## src/rtl/pic_pkg.sv

```systemverilog
// Shared definitions for the 8259-style interrupt controller blocks.
// Holds sequencer state codes, IR sizing and the fully-nested priority helper.
package pic_pkg;

    localparam int unsigned LEVEL_W = 3;
    localparam int unsigned NUM_IR  = 8;

    typedef logic [1:0] state_t;

    localparam state_t StIdle = 2'd0;
    localparam state_t StPend = 2'd1;
    localparam state_t StAck1 = 2'd2;
    localparam state_t StAck2 = 2'd3;

    // Index of the lowest set bit (highest priority); NUM_IR when nothing is set.
    function automatic logic [LEVEL_W:0] lowest_set(input logic [NUM_IR-1:0] v);
        logic [LEVEL_W:0] idx;
        idx = (LEVEL_W + 1)'(NUM_IR);
        for (int i = NUM_IR - 1; i >= 0; i--) begin
            if (v[i]) begin
                idx = (LEVEL_W + 1)'(i);
            end
        end
        return idx;
    endfunction

endpackage

```

## src/rtl/pic_inta_sequencer_if.sv

```systemverilog
// Request, INTA/vector bus and EOI command signals of the INTA sequencer.
// slave is the sequencer's view; master is the view of whoever drives it.
interface pic_inta_sequencer_if;
    import pic_pkg::*;

    logic               req_valid;
    logic [LEVEL_W-1:0] req_level;
    logic               inta_n;
    logic [4:0]         vec_base;
    logic               aeoi;
    logic               eoi_valid;
    logic               eoi_specific;
    logic [LEVEL_W-1:0] eoi_level;
    logic               int_out;
    logic [NUM_IR-1:0]  isr;
    logic [NUM_IR-1:0]  irr_clr;
    logic [7:0]         data_out;
    logic               data_oe;
    logic               seq_timeout;

    modport slave (
        input  req_valid, req_level, inta_n, vec_base, aeoi,
        input  eoi_valid, eoi_specific, eoi_level,
        output int_out, isr, irr_clr, data_out, data_oe, seq_timeout
    );

    modport master (
        output req_valid, req_level, inta_n, vec_base, aeoi,
        output eoi_valid, eoi_specific, eoi_level,
        input  int_out, isr, irr_clr, data_out, data_oe, seq_timeout
    );

endinterface

```

## src/rtl/pic_isr_reg.sv

```systemverilog
// In-service register: one set port and a clear mask per cycle.
// A set and a clear of the same bit in one cycle leaves the bit set.
module pic_isr_reg
    import pic_pkg::*;
(
    input  logic               clk,
    input  logic               rst,
    input  logic               set_en_i,
    input  logic [LEVEL_W-1:0] set_level_i,
    input  logic [NUM_IR-1:0]  clr_mask_i,
    output logic [NUM_IR-1:0]  isr_o
);

    logic [NUM_IR-1:0] isr_q;
    logic [NUM_IR-1:0] isr_d;
    logic [NUM_IR-1:0] set_mask;

    always_comb begin
        set_mask = '0;
        if (set_en_i) begin
            set_mask[set_level_i] = 1'b1;
        end
        isr_d = (isr_q & ~clr_mask_i) | set_mask;
    end

    always_ff @(posedge clk) begin
        if (rst) begin
            isr_q <= '0;
        end else begin
            isr_q <= isr_d;
        end
    end

    assign isr_o = isr_q;

endmodule

```

## src/rtl/pic_inta_sequencer.sv

```systemverilog
// Two-pulse (8086-mode) INTA handshake for the winning request level.
// Raises INT, commits the ISR bit on INTA1, drives the vector on INTA2, services EOIs.
module pic_inta_sequencer
    import pic_pkg::*;
#(
    parameter int unsigned TIMEOUT_CYCLES = 64,
    parameter int unsigned SPURIOUS_LEVEL = 7
) (
    input logic                 clk,
    input logic                 rst,
    pic_inta_sequencer_if.slave bus
);

    localparam int unsigned TmoW = $clog2(TIMEOUT_CYCLES + 1);

    state_t             state_q, state_d;
    logic               inta_prev_q;
    logic [1:0]         inta_cnt_q, inta_cnt_d;
    logic [TmoW-1:0]    tmo_cnt_q, tmo_cnt_d;
    logic [LEVEL_W-1:0] lvl_q, lvl_d;
    logic               spur_q, spur_d;
    logic [NUM_IR-1:0]  irr_clr_q, irr_clr_d;
    logic               seq_timeout_q, seq_timeout_d;

    logic [NUM_IR-1:0]  isr;
    logic [LEVEL_W:0]   isr_top;
    logic               qualify;
    logic               inta_fall;
    logic               isr_set;
    logic [NUM_IR-1:0]  aeoi_clr;
    logic [NUM_IR-1:0]  eoi_clr;
    logic               data_oe;

    assign isr_top   = lowest_set(isr);
    assign qualify   = bus.req_valid && ({1'b0, bus.req_level} < isr_top);
    assign inta_fall = inta_prev_q && !bus.inta_n;

    always_comb begin
        state_d       = state_q;
        inta_cnt_d    = inta_cnt_q;
        tmo_cnt_d     = tmo_cnt_q;
        lvl_d         = lvl_q;
        spur_d        = spur_q;
        irr_clr_d     = '0;
        seq_timeout_d = 1'b0;
        isr_set       = 1'b0;
        aeoi_clr      = '0;
        case (state_q)
            StIdle: begin
                inta_cnt_d = 2'd0;
                if (qualify) begin
                    state_d = StPend;
                end
            end
            StPend: begin
                // INTA wins over a request that vanishes in the same cycle: spurious vector.
                if (inta_fall) begin
                    state_d    = StAck1;
                    inta_cnt_d = 2'd1;
                    tmo_cnt_d  = TmoW'(TIMEOUT_CYCLES);
                    if (bus.req_valid) begin
                        lvl_d                     = bus.req_level;
                        spur_d                    = 1'b0;
                        isr_set                   = 1'b1;
                        irr_clr_d[bus.req_level]  = 1'b1;
                    end else begin
                        lvl_d  = LEVEL_W'(SPURIOUS_LEVEL);
                        spur_d = 1'b1;
                    end
                end else if (!qualify) begin
                    state_d = StIdle;
                end
            end
            StAck1: begin
                if (inta_fall) begin
                    state_d    = StAck2;
                    inta_cnt_d = 2'd2;
                end else if (tmo_cnt_q <= TmoW'(1)) begin
                    state_d       = StIdle;
                    seq_timeout_d = 1'b1;
                    tmo_cnt_d     = '0;
                end else begin
                    tmo_cnt_d = tmo_cnt_q - TmoW'(1);
                end
            end
            StAck2: begin
                if (bus.inta_n) begin
                    state_d = StIdle;
                    if (bus.aeoi && !spur_q) begin
                        aeoi_clr[lvl_q] = 1'b1;
                    end
                end
            end
            default: state_d = StIdle;
        endcase
    end

    always_comb begin
        eoi_clr = '0;
        if (bus.eoi_valid) begin
            if (bus.eoi_specific) begin
                eoi_clr[bus.eoi_level] = 1'b1;
            end else if (!isr_top[LEVEL_W]) begin
                eoi_clr[isr_top[LEVEL_W-1:0]] = 1'b1;
            end
        end
    end

    always_ff @(posedge clk) begin
        if (rst) begin
            state_q       <= StIdle;
            inta_prev_q   <= 1'b1;
            inta_cnt_q    <= 2'd0;
            tmo_cnt_q     <= '0;
            lvl_q         <= '0;
            spur_q        <= 1'b0;
            irr_clr_q     <= '0;
            seq_timeout_q <= 1'b0;
        end else begin
            state_q       <= state_d;
            inta_prev_q   <= bus.inta_n;
            inta_cnt_q    <= inta_cnt_d;
            tmo_cnt_q     <= tmo_cnt_d;
            lvl_q         <= lvl_d;
            spur_q        <= spur_d;
            irr_clr_q     <= irr_clr_d;
            seq_timeout_q <= seq_timeout_d;
        end
    end

    pic_isr_reg u_isr_reg (
        .clk         (clk),
        .rst         (rst),
        .set_en_i    (isr_set),
        .set_level_i (lvl_d),
        .clr_mask_i  (eoi_clr | aeoi_clr),
        .isr_o       (isr)
    );

    assign data_oe         = (state_q == StAck2) && !bus.inta_n;
    assign bus.data_oe     = data_oe;
    assign bus.data_out    = data_oe ? {bus.vec_base, lvl_q} : 8'h00;
    assign bus.int_out     = (state_q == StPend);
    assign bus.isr         = isr;
    assign bus.irr_clr     = irr_clr_q;
    assign bus.seq_timeout = seq_timeout_q;

endmodule

```

## src/flat_wrapper.sv

```systemverilog
// flat-port wrapper written by rule: the top's interface ports become plain ports
module pic_inta_sequencer_flat import pic_pkg::*;
#(
    parameter int unsigned TIMEOUT_CYCLES = 64,
    parameter int unsigned SPURIOUS_LEVEL = 7
)
  (clk, rst, bus_req_valid, bus_req_level, bus_inta_n, bus_vec_base, bus_aeoi, bus_eoi_valid, bus_eoi_specific, bus_eoi_level, bus_int_out, bus_isr, bus_irr_clr, bus_data_out, bus_data_oe, bus_seq_timeout);
  pic_inta_sequencer_if bus_i ();
  input logic clk;
  input logic rst;
  input wire logic [$bits(bus_i.req_valid)-1:0] bus_req_valid;
  input wire logic [$bits(bus_i.req_level)-1:0] bus_req_level;
  input wire logic [$bits(bus_i.inta_n)-1:0] bus_inta_n;
  input wire logic [$bits(bus_i.vec_base)-1:0] bus_vec_base;
  input wire logic [$bits(bus_i.aeoi)-1:0] bus_aeoi;
  input wire logic [$bits(bus_i.eoi_valid)-1:0] bus_eoi_valid;
  input wire logic [$bits(bus_i.eoi_specific)-1:0] bus_eoi_specific;
  input wire logic [$bits(bus_i.eoi_level)-1:0] bus_eoi_level;
  output wire logic [$bits(bus_i.int_out)-1:0] bus_int_out;
  output wire logic [$bits(bus_i.isr)-1:0] bus_isr;
  output wire logic [$bits(bus_i.irr_clr)-1:0] bus_irr_clr;
  output wire logic [$bits(bus_i.data_out)-1:0] bus_data_out;
  output wire logic [$bits(bus_i.data_oe)-1:0] bus_data_oe;
  output wire logic [$bits(bus_i.seq_timeout)-1:0] bus_seq_timeout;
  assign bus_i.req_valid = bus_req_valid;
  assign bus_i.req_level = bus_req_level;
  assign bus_i.inta_n = bus_inta_n;
  assign bus_i.vec_base = bus_vec_base;
  assign bus_i.aeoi = bus_aeoi;
  assign bus_i.eoi_valid = bus_eoi_valid;
  assign bus_i.eoi_specific = bus_eoi_specific;
  assign bus_i.eoi_level = bus_eoi_level;
  assign bus_int_out = bus_i.int_out;
  assign bus_isr = bus_i.isr;
  assign bus_irr_clr = bus_i.irr_clr;
  assign bus_data_out = bus_i.data_out;
  assign bus_data_oe = bus_i.data_oe;
  assign bus_seq_timeout = bus_i.seq_timeout;
  pic_inta_sequencer #(.TIMEOUT_CYCLES(TIMEOUT_CYCLES), .SPURIOUS_LEVEL(SPURIOUS_LEVEL)) u_core (.clk(clk), .rst(rst), .bus(bus_i));
endmodule
```

## config.mk

```make
export PLATFORM = sky130hd
export DESIGN_NAME = pic_inta_sequencer_flat
export DESIGN_NICKNAME = d
export VERILOG_FILES = /design/src/rtl/pic_pkg.sv /design/src/rtl/pic_inta_sequencer_if.sv /design/src/rtl/pic_isr_reg.sv /design/src/rtl/pic_inta_sequencer.sv /design/src/flat_wrapper.sv
export SDC_FILE = /design/constraint.sdc
export NUM_CORES = 1
export LEC_CHECK = 0
export ABC_CLOCK_PERIOD_IN_PS = 6200
export BUFFER_PORTS_ARGS = -buffer_cell sky130_fd_sc_hd__buf_2
export CORE_MARGIN = 3
export CORE_UTILIZATION = 44
export CTS_BUF_LIST = sky130_fd_sc_hd__clkbuf_16
export DETAILED_ROUTE_END_ITERATION = 7
export MAX_ROUTING_LAYER = met4
export PLACE_DENSITY = 0.68
export SYNTH_ARGS = -nofsm -noshare
export SYNTH_HDL_FRONTEND = slang
export SYNTH_SLANG_ARGS = --single-unit
```

## constraint.sdc

```tcl
create_clock -name clk -period 6.2 [get_ports clk]
set_clock_uncertainty 0.2 [all_clocks]
set_input_delay 0.62 -clock clk [delete_from_list [all_inputs] [get_ports clk]]
set_output_delay 0.62 -clock clk [all_outputs]
set_load 0.1 [all_outputs]
```

==> results.json <==
{
  "grt_first_pass_wirelength_um": 7238,
  "finalNetCount": 289,
  "vias": 1681,
  "post_drt_wl_per_cell_um": 13.87,
  "synth-seq-area-share_pct": 35.61,
  "p_per_area_mw_per_mm2": 371.7,
  "tns_ns": 0,
  "portBuffers": 44,
  "gp_routability_congestion": 0.8403,
  "synth_top_area_share_pct": 35.61,
  "combPwrFrac_pct": 34.3,
  "net-switching-power_uw": 286.5,
  "seq_power_share_pct": 32.4,
  "finalSetupViolations": 0,
  "syn_nets": 245,
  "critPathCapture": "u_core.state_q[0]$_SDFFE_PP0P_",
  "cts_tree": "built",
  "drv_cap": 0,
  "endpoint_kind": "flop",
  "yosysUniqueCellTypes": 48,
  "dp_cells": 303,
  "crit_arrival_ns": 2.89,
  "hpwl_um": 3289,
  "worstSetupStartpointType": "flop",
  "p_int_uw": 514.9,
  "diodes": 0,
  "cts_buffer_depth": 2,
  "fin_crit_sh_pct": 47.25,
  "cts_inserted_buffers": 5,
  "cts_root_buffer": "clkbuf_16",
  "final_cells": 311,
  "clkPwrFrac_pct": 33.4,
  "clkTransAtPathRegs_ns": 0.05,
  "syn_to_final_growth_pct": 23.69,
  "wirelength_um": 4313,
  "synth_cells": 218,
  "fmax_mhz": 341.4,
  "antenna_left": 0,
  "die_area_mm2": 0.004752,
  "insertion_delay_ns": 0.27,
  "p_sw_share_pct": 35.75,
  "hold_viol_final": 0,
  "cts_hold_buf": 0,
  "ys_ff_latch": 31,
  "path_class": "flop to flop",
  "antenna_found_initial": 0,
  "start_util_pct": 46.56,
  "crit_required_ns": 6.16,
  "synth_flop_cell": "dfxtp_1",
  "rows": 22,
  "crit_start": "u_core.u_isr_reg.isr_o[2]$_SDFF_PP0_",
  "routed_via_density": 5.405,
  "die_y_um": 68.94,
  "yosys-top-cells-count": "nor2_1, dfxtp_1, nand2_1",
  "worstRegToRegCells": 6,
  "maxSlewViolCount": 0,
  "post-synth-top-area-cell": "dfxtp_1",
  "drive_above_1_share_pct": 22.05,
  "synthTopCellsByArea": "dfxtp_1, nor2_1, ha_1",
  "multi_input_area_mm2": 0.001046,
  "post_cts_resized": 0,
  "slew_headroom_pct": 54.12,
  "regToRegSetupSlack_ns": 3.27,
  "min_path_type": "flop to flop",
  "fillerInstances": 389,
  "worstMarginPinSlew_ns": 0.6882,
  "track_usage_pct": 21.02,
  "firstDrtPassIters": 6,
  "h-tree-depth": 2,
  "drt_iter0_drc": 83,
  "synth_most_common_cell": "nor2_1",
  "coreArea_mm2": 0.003744,
  "p_leak_nw": 0.9418,
  "status": "complete, no violations",
  "hold_start": "u_core.tmo_cnt_q[6]$_SDFFE_PP0P_",
  "register_area_um2": 620.6,
  "grt_max_degree": 16,
  "regToRegEndpoint": "u_core.state_q[0]$_SDFFE_PP0P_",
  "worstReg2RegStart": "u_core.u_isr_reg.isr_o[2]$_SDFF_PP0_",
  "min_period_ns": 2.929,
  "async_reset_ff_share_pct": 0,
  "final_util_pct": 57.59,
  "grt-ovfl-total": 0,
  "power.total_uw": 801.4,
  "grt_pass1_vias": 1573,
  "rsz0062_at_grt": "false",
  "synth_edf_count": 0,
  "ys_warn_count": 0,
  "drc": 0,
  "cp_max_fo": 7,
  "clock-sinks": 31,
  "vdd_drop_max_uv": 282.5,
  "avgSynthCellArea_um2": 7.995,
  "postCtsSetupBuffers": 0,
  "netlist_area_mm2": 0.001743,
  "die_x_um": 68.94,
  "ios": 45
}
-- placed cells by master (no fill, tap or decap), types with 4 or more instances in the layout --
master      n
o21ai_0     9
nor2_1     33
a32oi_1     4
buf_2      44
a21oi_1    10
nand3_1     8
clkbuf_16   5
ha_1        9
and2_1      7
nor3_1      9
xor2_1      4
dfxtp_1    31
nand2_1    18
inv_1      12
-- registers in the layout, summed over array words and instances, names as in the netlist --
signal                  count
u_core.lvl_q                3
u_core.bus.seq_timeout      1
u_core.bus.irr_clr          8
u_core.tmo_cnt_q            7
u_core.spur_q               1
u_core.inta_prev_q          1
u_core.u_isr_reg.isr_o      8
u_core.state_q              2
-- worst min-delay path by stage --
stage,to,cells after the start
after floorplan,u_core.tmo_cnt_q[6]$_SDFFE_PP0P_,2
after global placement,u_core.tmo_cnt_q[6]$_SDFFE_PP0P_,2
after detailed placement,u_core.tmo_cnt_q[6]$_SDFFE_PP0P_,2
after CTS,u_core.tmo_cnt_q[6]$_SDFFE_PP0P_,2
after global routing,u_core.spur_q$_SDFFE_PP0P_,2
final,u_core.tmo_cnt_q[6]$_SDFFE_PP0P_,2
-- through the flow --
stage               worst slack (ns)  cell area [µm²]  hold WS [ns]
floorplan                      2.206             1743        0.2672
global placement               3.405             1992        0.2807
detailed placement             3.304             1992        0.2855
CTS                            3.284             2156        0.2933
global route                   3.163             2156        0.3435
finish                         3.271             2156        0.2937
-- kinds of logic (layout without fill, tap and decap cells) --
group | count (synthesis) | count (layout) | synth area share, %
compound gates | 50 | 50 | 19.52
simple gates | 101 | 101 | 29.72
xor+xnor | 5 | 5 | 2.512
flops | 31 | 31 | 35.61
fa+ha+maj | 9 | 9 | 6.461
mux | 3 | 3 | 1.795
buf+inv | 19 | 64 | 4.379
-- routing by layer --
layer	up-vias	GRT usage, %	share of wire [%]
li1	862	-	-
met1	769	26.21	46
met2	48	33.69	49
met3	2	4.376	5.1
met4	0	7.299	0.67
met5	-	-	0
-- critical path, stage by stage, from the launching register on --
cell and delay, ns:
dfxtp_1 0.37, or4_4 0.56, or2b_2 0.31, ha_1 0.21, o41ai_1 0.48, mux2i_1 0.34
mux2_1 0.35
-- layout make-up --
cell class                      instances  area share, %
Clock buffer                            5          5.804
Clock inverter                          3          1.799
Inverter                               12          2.089
Multi-Input combinational cell        168          48.52
Sequential cell                        31          28.79
Tap cell                               48          2.786
Timing Repair Buffer                   44          10.21
-- power by group through the flow --
stage | Combinational, mW | Clock (mW) | Sequential, mW
2_1_floorplan | 0.217 | 0 | 0.264
4_1_cts | 0.275 | 0.275 | 0.259
3_5_place_dp | 0.273 | 0 | 0.263
6_report | 0.275 | 0.267 | 0.259
5_1_grt | 0.313 | 0.282 | 0.264
3_3_place_gp | 0.270 | 0 | 0.263
Note: power is estimated with default switching activity, not from simulation.
